[src/rtl/num_scan_ctrl_pkg.sv]
// Shared constants for the 8-digit 7-segment scan controller.
// Segment bit order is a..g with a in bit 6; digit selects are active-low.
package num_scan_ctrl_pkg;

    localparam logic [6:0] SEG_0     = 7'b1111110;
    localparam logic [6:0] SEG_1     = 7'b0110000;
    localparam logic [6:0] SEG_2     = 7'b1101101;
    localparam logic [6:0] SEG_3     = 7'b1111001;
    localparam logic [6:0] SEG_4     = 7'b0110011;
    localparam logic [6:0] SEG_5     = 7'b1011011;
    localparam logic [6:0] SEG_6     = 7'b1011111;
    localparam logic [6:0] SEG_7     = 7'b1110000;
    localparam logic [6:0] SEG_8     = 7'b1111111;
    localparam logic [6:0] SEG_9     = 7'b1111011;
    localparam logic [6:0] SEG_BLANK = 7'b0000000;
    localparam logic [7:0] CSN_OFF   = 8'hFF;

    localparam logic [3:0] MAX_DIGIT_VAL = 4'd9;

endpackage

[src/rtl/num_scan_ctrl_seg7_decode.sv]
// Combinational BCD digit to 7-segment lookup; values above 9 decode to blank.
module seg7_decode
    import num_scan_ctrl_pkg::*;
(
    input  logic [3:0] digit_i,
    output logic [6:0] seg_o
);

    always_comb begin
        seg_o = SEG_BLANK;
        case (digit_i)
            4'd0:    seg_o = SEG_0;
            4'd1:    seg_o = SEG_1;
            4'd2:    seg_o = SEG_2;
            4'd3:    seg_o = SEG_3;
            4'd4:    seg_o = SEG_4;
            4'd5:    seg_o = SEG_5;
            4'd6:    seg_o = SEG_6;
            4'd7:    seg_o = SEG_7;
            4'd8:    seg_o = SEG_8;
            4'd9:    seg_o = SEG_9;
            default: seg_o = SEG_BLANK;
        endcase
    end

endmodule

[src/rtl/num_scan_ctrl.sv]
// Time-multiplexed scan controller for the 8-digit 7-segment display.
// Digit selects and segments are registered one cycle behind scan_idx and the digit/mask state.
module num_scan_ctrl
    import num_scan_ctrl_pkg::*;
#(
    parameter logic [15:0] SCAN_DIV   = 16'd50000,
    parameter int unsigned NUM_DIGITS = 8
) (
    input  logic                  clk,
    input  logic                  reset,
    input  logic                  wr_en,
    input  logic [2:0]            wr_idx,
    input  logic [3:0]            wr_data,
    input  logic                  en_wr,
    input  logic [NUM_DIGITS-1:0] en_data,
    output logic [NUM_DIGITS-1:0] num_csn,
    output logic [6:0]            num_a_g,
    output logic [2:0]            scan_idx
);

    localparam logic [NUM_DIGITS-1:0] SelOne = {{(NUM_DIGITS-1){1'b0}}, 1'b1};

    logic [15:0]           div_cnt_q, div_cnt_d;
    logic [2:0]            scan_idx_q, scan_idx_d;
    logic [3:0]            digit_q [NUM_DIGITS];
    logic [3:0]            digit_d [NUM_DIGITS];
    logic [NUM_DIGITS-1:0] mask_q, mask_d;
    logic [NUM_DIGITS-1:0] csn_q, csn_d;
    logic [6:0]            seg_q, seg_d;
    logic [3:0]            cur_digit;
    logic [6:0]            cur_seg;

    assign cur_digit = digit_q[scan_idx_q];

    seg7_decode u_seg7_decode (
        .digit_i (cur_digit),
        .seg_o   (cur_seg)
    );

    always_comb begin
        div_cnt_d  = div_cnt_q + 16'd1;
        scan_idx_d = scan_idx_q;
        if (div_cnt_q == SCAN_DIV - 16'd1) begin
            div_cnt_d  = '0;
            scan_idx_d = scan_idx_q + 3'd1;
        end

        digit_d = digit_q;
        // Out-of-range values are dropped so the display never shows a blank digit by accident.
        if (wr_en && (wr_data <= MAX_DIGIT_VAL)) begin
            digit_d[wr_idx] = wr_data;
        end

        mask_d = en_wr ? en_data : mask_q;

        csn_d = CSN_OFF;
        seg_d = SEG_BLANK;
        if (mask_q[scan_idx_q]) begin
            csn_d = ~(SelOne << scan_idx_q);
            seg_d = cur_seg;
        end
    end

    always_ff @(posedge clk) begin
        if (reset) begin
            div_cnt_q  <= '0;
            scan_idx_q <= '0;
            digit_q    <= '{default: '0};
            mask_q     <= '0;
            csn_q      <= CSN_OFF;
            seg_q      <= SEG_BLANK;
        end else begin
            div_cnt_q  <= div_cnt_d;
            scan_idx_q <= scan_idx_d;
            digit_q    <= digit_d;
            mask_q     <= mask_d;
            csn_q      <= csn_d;
            seg_q      <= seg_d;
        end
    end

    assign num_csn  = csn_q;
    assign num_a_g  = seg_q;
    assign scan_idx = scan_idx_q;

endmodule

[config.mk]
export PLATFORM = sky130hd
export DESIGN_NAME = num_scan_ctrl
export DESIGN_NICKNAME = d
export VERILOG_FILES = /design/src/rtl/num_scan_ctrl_pkg.sv /design/src/rtl/num_scan_ctrl_seg7_decode.sv /design/src/rtl/num_scan_ctrl.sv
export SDC_FILE = /design/constraint.sdc
export NUM_CORES = 1
export LEC_CHECK = 0
export ABC_AREA = 1
export CAP_MARGIN = 0
export CORE_MARGIN = 1.5
export CORE_UTILIZATION = 55
export DETAILED_ROUTE_END_ITERATION = 10
export PLACE_DENSITY = 0.78
export RECOVER_POWER = 50
export SLEW_MARGIN = 20
export SYNTH_ARGS = -nofsm -noshare
export SYNTH_HDL_FRONTEND = slang
export SYNTH_SLANG_ARGS = --single-unit
[constraint.sdc]
create_clock -name clk -period 2.6 [get_ports clk]
set_input_delay 0.26 -clock clk [delete_from_list [all_inputs] [get_ports clk]]
set_output_delay 0.26 -clock clk [all_outputs]
set_load 0.01 [all_outputs]
# Word-level counts from Yosys, hierarchy flattened
# Memories as Yosys holds them, arrays and structs flattened. A register that Yosys moved wholly into a read port is not among the register bits.
# Cells that the tools add are included.
# Widths: inputs -> output; s select.
dict set report word_totals {
  rom_bits 112
  mem_count 1
  wordCells 38
  inputBits 19
  regBits 67
}
# name depth width rd rd_clocked_by_memory_dff write_ports line_no
set mem_list {}
lappend mem_list {{(no name shown)} 16 7 1 1 0 num_scan_ctrl_seg7_decode.sv:11} ;# case (digit_i)
dict set report op_classes {
  muxes 8
  n_lt_le_gt_ge 5
  n_eq_ne 1
  shifts 1
  n_reduce_logical 4
  n_addsub 2
  n_bitwise 4
}
# operator n
set ops {}
lappend ops {{$bwmux 32} 1}
lappend ops {{$add 16x1->16 const B} 1}
lappend ops {{$eq 16x16->1 const B} 1}
lappend ops {{$bmux 4 s3} 1}
lappend ops {{$demux 4 s3} 1}
lappend ops {{$mux 4} 3}
lappend ops {{$ge 4x4->1 const B} 2}
lappend ops {{$not 3->4} 2}
lappend ops {{$not 8->8} 1}
lappend ops {{$shl 1x3->8 const A} 1}
lappend ops {{$le 4x4->1 const B} 1}
lappend ops {{$lt 3x4->1 const B} 1}
lappend ops {{$lt 4x1->1 const B} 1}
lappend ops {{$reduce_or 2->1} 2}
lappend ops {{$add 3x1->3 const B} 1}
lappend ops {{$bmux 1 s3} 1}
lappend ops {{$logic_and 1x1->1} 2}
lappend ops {{$mux 1} 1}
lappend ops {{$not 1->1} 1}

# Depth between registers and ports, before layout
# Gate-level depths: netlist of run 1.
dict set report logic_depth {
  ltp_word 6
  mapped_depth 14
  mapped_depth_nobuf 13
}

# Hierarchy
# From an unflattened synthesis of run 1, not the netlist that was laid out.
dict set report unflattened {
  cells_unflattened 518
  area_unflattened_um2 3577.2
}
# mod area_each_um2 cells_per_inst n_inst
set by_module_without_submodules {}
lappend by_module_without_submodules {num_scan_ctrl 3365.7 478 1}
lappend by_module_without_submodules {seg7_decode 211.5 40 1}

# Least setup slack after synthesis of run 1
# Ideal clock, no wire load.
dict set report synth_path {
  path_kind {register to register}
  from {reg scan_idx_q[0] (netlist: scan_idx[0])}
  to {reg seg_q[0] (netlist: num_a_g[0])}
  period_less_slack_ns 1.810
  arrival_time_ns 1.740
  path_buffers 2
  setup_time_ns 0.070
  path_stages_with_launch 13
  setup_slack_ns 0.790
  path_cell_list {dfxtp_1 -> buf_6 -> inv_8 -> buf_8 -> o21ai_0 -> nand3_1 -> nand2_1 -> inv_1 -> ha_1 -> nand3b_1 -> nand2_1 -> nand2_1 -> a21oi_1}
}
dict set report synth_via {
  elab_chain_len 4
  word_cells_on_any_way 8
  classes_between {mux: 5; bitwise: 2; reduce/logical: 1}
}
# element line_no
set synth_lines {}
lappend synth_lines {{start: declaration} num_scan_ctrl.sv:24} ;# logic [2:0] scan_idx_q, scan_idx_d;
lappend synth_lines {{start signal: assignment} num_scan_ctrl.sv:74} ;# scan_idx_q <= scan_idx_d;
lappend synth_lines {{$not 3->4 (implied by the code) / $bmux 1 s3 (equally long branches)} {num_scan_ctrl.sv:33, num_scan_ctrl.sv:58}}
lappend synth_lines {{$bmux 4 s3 / $mux 1 (equally long branches)} {num_scan_ctrl.sv:33, num_scan_ctrl.sv:58}}
lappend synth_lines {{$mux 4 (implied by the code) / $not 1->1 (equally long branches)} --}
lappend synth_lines {{$mux 4 (implied by the code) / $reduce_or 2->1 (equally long branches)} --}
lappend synth_lines {{end: declaration} num_scan_ctrl.sv:29} ;# logic [6:0] seg_q, seg_d;
# Several ways; a longest one is shown, not always the timed one. The select of a mux whose other input is x is not followed.
# A chain may end at the register's enable or synchronous reset.

==> run_results.csv, run 1 <==
group,metric,value,unit
timing,clock.fmax,0.470,GHz
place,hpwl,5470,um
worst_setup_path,worstSetupStartpointType,"input pin",
timing,max_slew_margin,0.433,
min_path,min_to,"div_cnt_q[0]",
detailed_routing,first_pass_iters,7,
timing,hold_viol_final,0,
timing,rsz0062_at_grt,"no",
timing,fin_setup_tns,0,ps
synthesis,synth_warnings,0,
min_path,worstHoldStart,"div_cnt_q[0]",
synthesis,synthesis.area,0.00347,mm2
synthesis,yosysTopAreaCellShare,0.427,
final_layout,drive_gt1_frac,0.0916,
worst_setup_path,cp-end-kind,"register",
clocking,htreeDepth,3,
final_layout,finalInstanceArea,0.00401,mm2
worst_setup_path,r2r-end,"num_a_g[0]",
die,io_pins,37,
final_layout,multi_input_area,0.00163,mm2
timing,finalCritPeriodShare,0.818,
global_routing,grt_max_degree,29,
final_layout,area_delta_synth_final,15.6,%
timing,slew_violations,0,
synthesis,avgSynthCellArea,7.58,um2
worst_setup_path,r2r-start,"scan_idx[0]",
timing,fin_crit,2130,ps
global_routing,grt_pass1_wl,12900,um
pwr,ir_worst_vdd,0.000382,V
pwr,power,2210,uW
clocking,hold_buffers,0,
detailed_routing,wl_per_cell,13.0,um
pwr,powerDensity,550,mW/mm2
clocking,cts_setup_buffers,0,
worst_setup_path,r2r_cells,11,
min_path,holdPathStages,1,
synthesis,yosys.area.top_type,"dfxtp_1",
detailed_routing,vias,3046,
timing,worst_pin_slew,850,ps
synthesis,netlist_instances,458,
synthesis,synth_nets,490,
worst_setup_path,cp_max_fo,24,
timing,fin_worst_skew,4.22,ps
final_layout,diodes,0,
final_layout,nets,530,
clocking,cts_tree,"yes",
timing,setup_violations,0,
worst_setup_path,crit_chain,"dlygate4sd3_1, inv_1, clkbuf_1, o21ai_0, a21oi_1",
detailed_routing,wl,7510,um
clocking,cts_resized,0,
clocking,clock_path_buffers,2,
final_layout,utilization,0.670,
clocking,insertion_delay,350,ps
die,dieArea,0.00680,mm2
clocking,cts_root_buffer,"clkbuf_8",
clocking,cts_inserted_buffers,9,
die,core_area,0.00599,mm2
global_routing,globalRoute.totalOverflow,0,
clocking,cts_sinks,74,
worst_setup_path,cp_slowest_cell,"clkbuf_1",
global_routing,grtUsageTotal,0.252,
synthesis,yosys-top-cells-area,"dfxtp_1 43%, nand2_1 9.9%, a21oi_1 7.4%",
worst_setup_path,slowest_delay,690,ps
clocking,clk_pin_slew,70,ps
die,die_height,82.5,um
detailed_routing,drtIter0Drc,210,
pwr,leakage,0.00164,uW
place,io_buffers,36,
status,status,"finished clean",
detailed_routing,ant_nets,0,
detailed_routing,drc,0,
worst_setup_path,critical_path_required,2870,ps
final_layout,num-fill-cells,507,
die,placementRows,28,
flow_run,drv_cap,0,
global_routing,grt_pass1_vias,2853,
min_path,holdCritPathClass,"reg -> reg",
global_routing,antenna_found_initial,0,
die,die_w,82.5,um
worst_setup_path,rrSetupSlack,530,ps
worst_setup_path,crit_arrival,2400,ps
worst_setup_path,worstSetupPathType,"in -> reg",
synthesis,seq_area_frac_synth,0.427,
synthesis,synth_seq_cells,74,
die,initial_core_util,0.580,
place,dpl_cell_area,0.00385,mm2
place,gp_congestion,0.847,
detailed_routing,drt-vias-per-instance,5.28,
synthesis,ys_types,34,
final_layout,regArea,0.00148,mm2
[registers in the layout (all words and copies together) (netlist names)]
signal / flops
num_a_g: 7
scan_idx: 3
mask_q: 8
div_cnt_q: 16
num_csn: 8
digit_q: 32
[kinds of logic (layout without fill, tap and decap cells)]
| logic type | count (synthesis) | count (layout) | share of synthesized area |
|---|---|---|---|
| compound gates | 106 | 106 | 0.159 |
| flops | 74 | 74 | 0.427 |
| xor+xnor | 2 | 2 | 0.00505 |
| simple gates | 191 | 191 | 0.263 |
| fa+ha+maj | 13 | 13 | 0.0468 |
| buf+inv | 72 | 116 | 0.0998 |
[per-layer routing]
layer | vias up | GRT usage | wire [um]
met5 | - | 0 | 0
met4 | 0 | 0.0678 | 114
met3 | 13 | 0.0692 | 402
met2 | 85 | 0.430 | 3730
met1 | 1386 | 0.309 | 3270
li1 | 1562 | - | -
[critical path, delay by kind of cell]
family / cells / cell delay, ps
buffers and inverters: 3 / 1710
AOI/OAI and AO/OA: 2 / 420
[placed cells by master (no fill, tap or decap), drive strengths merged]
cell type	netlist	layout
clkinv	1	3
inv	60	60
nand3b	4	4
nor4	1	1
clkdlybuf4s50	0	18
o211ai	5	5
o21ai	49	49
a21oi	52	52
nor3b	4	4
xor2	1	1
dfxtp	74	74
bufinv	0	1
nor2	45	45
clkbuf	5	12
nand3	29	29
buf	6	2
nand2	101	101
nor3	3	3
dlygate4sd3	0	18
xnor2	1	1
nand4	4	4
ha	13	13
clkinvlp	0	2
[cells in the mapped netlist (all sizes together)]
cell	n
xnor2	1
clkinv	1
nand4	4
inv	60
clkbuf	5
o211ai	5
xor2	1
ha	13
nor3	3
nor4	1
o21ai	49
nor3b	4
nor2	45
buf	6
nand3	29
a21oi	52
nand2	101
dfxtp	74
nand3b	4
[how the worst max path moves through the flow]
stage	startpoint	endpoint	slack (ps)	cells after the start
after floorplan	scan_idx[0]	num_a_g[0]	790	12
after global placement	scan_idx[0]	num_a_g[0]	560	11
after detailed placement	scan_idx[0]	num_a_g[0]	550	11
after CTS	scan_idx[0]	num_a_g[0]	510	11
after global routing	wr_data[1]	digit_q[31]	180	8
final	reset	mask_q[1]	470	5
[final cells by class]
cell class | count | area share
clock inverters | 5 | 0.0137
clock buffers | 10 | 0.0343
multi-input cells | 312 | 0.405
well taps | 75 | 0.0234
inverters | 61 | 0.0589
flip-flops and latches | 74 | 0.369
repair buffers | 40 | 0.0954
[power breakdown]
part	total [uW]	internal, uW	switching [uW]
clock	879	460	418
combinational	155	63.8	91.3
sequential	1180	1160	12.2
[metrics by stage]
stage	hold WS (ps)	cells	setup slack (ps)
floorplan	329	458	790
global placement	443	562	559
detailed placement	449	562	547
CTS	460	577	514
global route	484	577	182
finish	464	577	474
(Power assumes the default switching activity.)
==> run 2: changes to the inputs <==
Clock period 2.6 ns to 2 ns, I/O delays scaled along.
==> run 2 against run 1 <==
Compared with the run above:
- count of clock-buffer cells in the layout unchanged
- core utilization is 2.4 points higher
- register-to-register slack worse by 320 ps
- sequential power up 30%
- wire length down 2.9%
- via count decreased by 0.59%
- combinational power grew 35%
- final cell count is 1.0% higher
- worst setup slack got worse by 260 ps
==> run_results.csv, run 2 (synthesis gave the netlist of run 1 again) <==
group,metric,value,unit
clocking,clock_path_buffers,2,
pwr,pwr-share-clk,0.445,
place,io_buffers,36,
place,dpl_cell_area,0.00390,mm2
pwr,intPower,2450,uW
clocking,cts_setup_buffers,0,
clocking,cts_tree,"yes",
detailed_routing,vias,3028,
final_layout,finalInstanceArea,0.00416,mm2
global_routing,grtUsageTotal,0.239,
die,die_height,82.5,um
worst_setup_path,crit_arrival,2060,ps
final_layout,diodes,0,
detailed_routing,wl_per_cell,12.5,um
worst_setup_path,path_buf_inv,3,
timing,hold_viol_final,0,
final_layout,largest_register_ffs,32,
min_path,holdCritPathClass,"in -> reg",
flow_run,drv_cap,0,
pwr,leakage,0.00170,uW
final_layout,area_delta_synth_final,19.7,%
clocking,clk_pin_slew,80,ps
pwr,p_sw,673,uW
timing,fin_setup_tns,0,ps
worst_setup_path,slowest_delay,390,ps
global_routing,grt_pass1_vias,2844,
worst_setup_path,cp_slowest_cell,"dfxtp_4",
clocking,cts_root_buffer,"clkbuf_8",
clocking,cts_sinks,74,
detailed_routing,drt-vias-per-instance,5.19,
detailed_routing,wl,7290,um
timing,worst_slack,213,ps
pwr,power,3130,uW
timing,clock.fmax,0.560,GHz
status,status,"finished clean",
detailed_routing,drc,0,
worst_setup_path,r2r_cells,13,
global_routing,grt_max_degree,29,
timing,fin_crit,1790,ps
worst_setup_path,crit_chain,"buf_12, inv_8, nand2_1, nand3_1, nand2_1, nand2_1, nand2_2, inv_1, ha_1, nand3_1, nand2_1, nand2_1, a21oi_1",
worst_setup_path,worstSetupPathType,"reg -> reg",
place,gp_congestion,0.978,
timing,slew_violations,0,
worst_setup_path,crit_path_frequent_cell,"nand2_1",
detailed_routing,drtIter0Drc,157,
final_layout,drive_gt1_frac,0.112,
die,initial_core_util,0.580,
global_routing,grt_pass1_wl,12300,um
clocking,htreeDepth,3,
final_layout,utilization,0.694,
timing,finalCritPeriodShare,0.893,
final_layout,nets,536,
detailed_routing,ant_nets,0,
detailed_routing,first_pass_iters,6,
clocking,cts_inserted_buffers,9,
timing,max_slew_margin,0.651,
final_layout,layout_commonest_cell,"nand2_1",
die,io_pins,37,
global_routing,globalRoute.totalOverflow,0,
timing,worst_pin_slew,522,ps
worst_setup_path,cp-end-kind,"register",
die,placementRows,28,
worst_setup_path,path_delay_family,"simple AND/OR/NAND/NOR gates",
place,pre_cts_ws,111,ps
die,core_area,0.00599,mm2
min_path,holdPathStages,3,
pwr,switching_share,0.215,
clocking,insertion_delay,340,ps
die,dieArea,0.00680,mm2
timing,setup_violations,0,
worst_setup_path,worstSetupStartpointType,"register",
final_layout,reg_top3,"digit_q (32), div_cnt_q (16)",
global_routing,antenna_found_initial,0,
timing,rsz0062_at_grt,"no",
worst_setup_path,cp.depth,13,
worst_setup_path,critical_path_required,2270,ps
pwr,comb_power_share,0.067,
place,hpwl,5240,um
final_layout,regMostFlops,"digit_q",
pwr,ir_worst_vdd,0.000491,V
timing,fin_worst_skew,6.46,ps
pwr,powerDensity,752,mW/mm2
final_layout,layout_common_cells,"91 x nand2_1, 73 x dfxtp_1, 55 x inv_1",
worst_setup_path,cp_max_fo,18,
pwr,power_frac_seq,0.488,
die,die_w,82.5,um
## run 2: power by group through the flow
stage                     Sequential, uW  Combinational, uW  Clock [uW]
after global placement              1560                208           0
after global routing                1530                238        1470
after detailed placement            1560                212           0
after floorplan                     1560                117           0
final                               1530                209        1390
after CTS                           1530                214        1410
## run 2: area by class of cell
cell class | count | area [um2]
fillers | 489 | 1830
multi-input cells | 312 | 1640
flip-flops and latches | 74 | 1490
repair buffers | 46 | 462
inverters | 61 | 236
clock buffers | 10 | 138
clock inverters | 5 | 103
well taps | 75 | 93.8
## run 2: routing by layer
layer / track usage / share of wire / up-vias
met2: 0.402 / 0.47 / 73
met1: 0.293 / 0.47 / 1362
met3: 0.0527 / 0.044 / 14
met4: 0.0983 / 0.015 / 0
li1: - / - / 1579
met5: 0 / 0 / -
## run 2: worst register-to-register path, delay by kind of cell, from the launching register on
kind	cells	cell delay, ps
flops	1	390
buf+inv	3	320
compound gates	1	100
fa+ha+maj	1	290
simple gates	8	630
## run 2: worst paths after layout
check              startpoint          to  slack [ps]
setup reg to reg  scan_idx[0]  num_a_g[3]         210
setup / recovery  scan_idx[0]  num_a_g[3]         210
hold / removal     en_data[4]   mask_q[4]         450
hold reg to reg    digit_q[8]  digit_q[8]         460
## run 2: timing repair
action / 4_1_cts / 5_1_grt
gates resized for setup: 0 / 4
setup endpoints to repair: 0 / 5
hold buffers: 0 / 0
## run 2: through the flow
step | hold slack, ps | cells
after global routing | 464 | 583
after CTS | 433 | 582
after global placement | 439 | 567
after detailed placement | 441 | 567
after floorplan | 269 | 458
final | 447 | 583
==> run 3: changes to the inputs <==
Settings changed: CELL_PAD_IN_SITES_DETAIL_PLACEMENT from default to 1, CELL_PAD_IN_SITES_GLOBAL_PLACEMENT from default to 1, CORE_MARGIN 1.5 to 2, CORE_UTILIZATION 55 to 41, PLACE_DENSITY 0.78 to default, PLACE_DENSITY_LB_ADDON from default to 0.1, REMOVE_ABC_BUFFERS from default to 1.
==> run 3 against run 2 <==
Compared with the run above:
- core utilization shrank 18 points
- sequential power is essentially flat
- first-iteration DRC count shrank 17%
- sequential share of layout area shrank 0.33 points
- critical endpoint is now num_a_g[0]
- largest power group unchanged
- highest routed layer unchanged
==> run_results.csv, run 3 (synthesis gave the netlist of run 1 again) <==
group,metric,value,unit
pwr,leakage,0.00171,uW
pwr,powerDensity,725,mW/mm2
clocking,clk_pin_slew,80,ps
worst_setup_path,cp-end-kind,"register",
status,status,"finished clean",
die,io_pins,37,
die,placementRows,33,
die,die_height,96.0,um
timing,max_slew_margin,0.687,
die,dieArea,0.00922,mm2
clocking,cts_sinks,74,
worst_setup_path,r2r-start,"scan_idx[0]",
timing,rsz0062_at_grt,"no",
timing,hold_viol_final,0,
worst_setup_path,worstSetupPathType,"reg -> reg",
detailed_routing,vias,3058,
timing,slew_violations,0,
final_layout,layout_common_cells,"91 x nand2_1, 72 x dfxtp_1, 55 x inv_1",
worst_setup_path,cp_max_fo,18,
final_layout,reg_top3,"digit_q (32), div_cnt_q (16)",
final_layout,layout_commonest_cell,"nand2_1",
global_routing,globalRoute.totalOverflow,0,
place,hpwl,6600,um
min_path,min_to,"mask_q[4]",
die,core_area,0.00822,mm2
clocking,cts_inserted_buffers,9,
pwr,power,3050,uW
detailed_routing,ant_nets,0,
min_path,worstHoldStart,"en_data[4]",
worst_setup_path,critical_path_required,2280,ps
clocking,cts_tree,"yes",
timing,clock.fmax,0.558,GHz
final_layout,final_cell_count_no_fill,617,
min_path,holdCritPathClass,"in -> reg",
final_layout,drive_gt1_frac,0.121,
detailed_routing,wl,8790,um
worst_setup_path,worstSetupStartpointType,"register",
place,io_buffers,36,
worst_setup_path,r2r-end,"num_a_g[0]",
final_layout,area_delta_synth_final,20.9,%
detailed_routing,drtIter0Drc,131,
timing,worst_pin_slew,468,ps
detailed_routing,first_pass_iters,4,
flow_run,drv_cap,0,
timing,fin_crit,1790,ps
detailed_routing,wl_per_cell,14.3,um
timing,fin_worst_skew,8.82,ps
worst_setup_path,r2r_cells,12,
die,die_w,96.0,um
pwr,ir_worst_vdd,0.000337,V
global_routing,grtUsageTotal,0.210,
global_routing,grt_pass1_vias,3090,
clocking,clock_path_buffers,2,
final_layout,largest_register_ffs,32,
clocking,insertion_delay,350,ps
clocking,htreeDepth,3,
global_routing,grt_max_degree,25,
timing,setup_violations,0,
detailed_routing,drc,0,
min_path,holdPathStages,3,
clocking,cts_root_buffer,"clkbuf_8",
final_layout,num-fill-cells,1036,
die,initial_core_util,0.423,
final_layout,regMostFlops,"digit_q",
detailed_routing,drt-vias-per-instance,4.96,
timing,fin_setup_tns,0,ps
global_routing,grt_pass1_wl,14800,um
global_routing,antenna_found_initial,0,
clocking,cts_setup_buffers,0,
place,gp_congestion,0.798,
timing,fin_hold_ws,437,ps
final_layout,nets,539,
worst_setup_path,crit_arrival,2080,ps
place,dpl.cell_count,600,
worst_setup_path,rrSetupSlack,210,ps
timing,finalCritPeriodShare,0.897,
final_layout,diodes,0,
==> run 3: cell types whose count changed in the layout (fill, tap and decap cells not counted), sizes merged <==
cell / change
bufinv: -1
clkdlybuf4s50: -1
dlygate4sd3: +1
inv: +1
clkbuf: -1
clkinv: +1
buf: +4
==> run 3: power breakdown <==
part           leakage (uW)  internal [uW]  total, uW  switching [uW]
registers          0.000603           1510       1530            15.5
logic               0.00100           90.9        217             126
clock network      0.000107            708       1300             595
total               0.00171           2310       3050             737
==> run 3: repair_timing <==
| item | 4_1_cts | 5_1_grt |
|---|---|---|
| hold buffers | 0 | 0 |
| setup endpoints to repair | 0 | 5 |
| gates resized for setup | 0 | 5 |
==> run 3: critical path: stages, from the launching register on <==
cell      delay, ps
dfxtp_4         370
buf_12          150
inv_8           100
a21oi_1          70
o21ai_0          80
nand3_1         120
nand2_2         140
inv_1            90
ha_1            190
nand3b_1        170
nand2_1          80
nand2_1          50
a21oi_1         120
==> run 3: per-stage QoR <==
| stage | area (um2) | utilization | setup WS [ps] |
|---|---|---|---|
| after global placement | 3960 | 0.481 | 206 |
| after floorplan | 3360 | - | -190 |
| final | 4200 | 0.511 | 207 |
| after global routing | 4200 | 0.511 | 15.5 |
| after CTS | 4170 | 0.508 | 75.7 |
| after detailed placement | 3960 | 0.481 | 108 |
==> run 3: area by class of cell <==
class	instances	area, um2	area share
multi-input cells	312	1640	0.390
flip-flops and latches	74	1490	0.354
repair buffers	49	488	0.116
inverters	61	236	0.0563
well taps	105	131	0.0313
clock buffers	10	128	0.0304
clock inverters	6	90.1	0.0215
==> run 3: per-layer routing <==
layer	vias to the layer above	global-route usage	wire, um	share of wire
li1	1578	-	-	-
met1	1435	0.260	3940	0.45
met2	32	0.360	4470	0.51
met3	13	0.0360	220	0.025
met4	0	0.0821	160	0.018
met5	-	0	0	0
==> run 3: how the worst max path moves through the flow <==
| stage | start | endpoint | slack (ps) | cells past startpoint |
|---|---|---|---|---|
| floorplan | scan_idx[0] | num_a_g[3] | -190 | 12 |
| finish | scan_idx[0] | num_a_g[0] | 210 | 12 |
| CTS | scan_idx[0] | num_a_g[0] | 80 | 11 |
| global placement | scan_idx[0] | num_a_g[3] | 210 | 13 |
| global route | scan_idx[0] | num_a_g[0] | 20 | 12 |
| detailed placement | scan_idx[0] | num_a_g[0] | 110 | 11 |
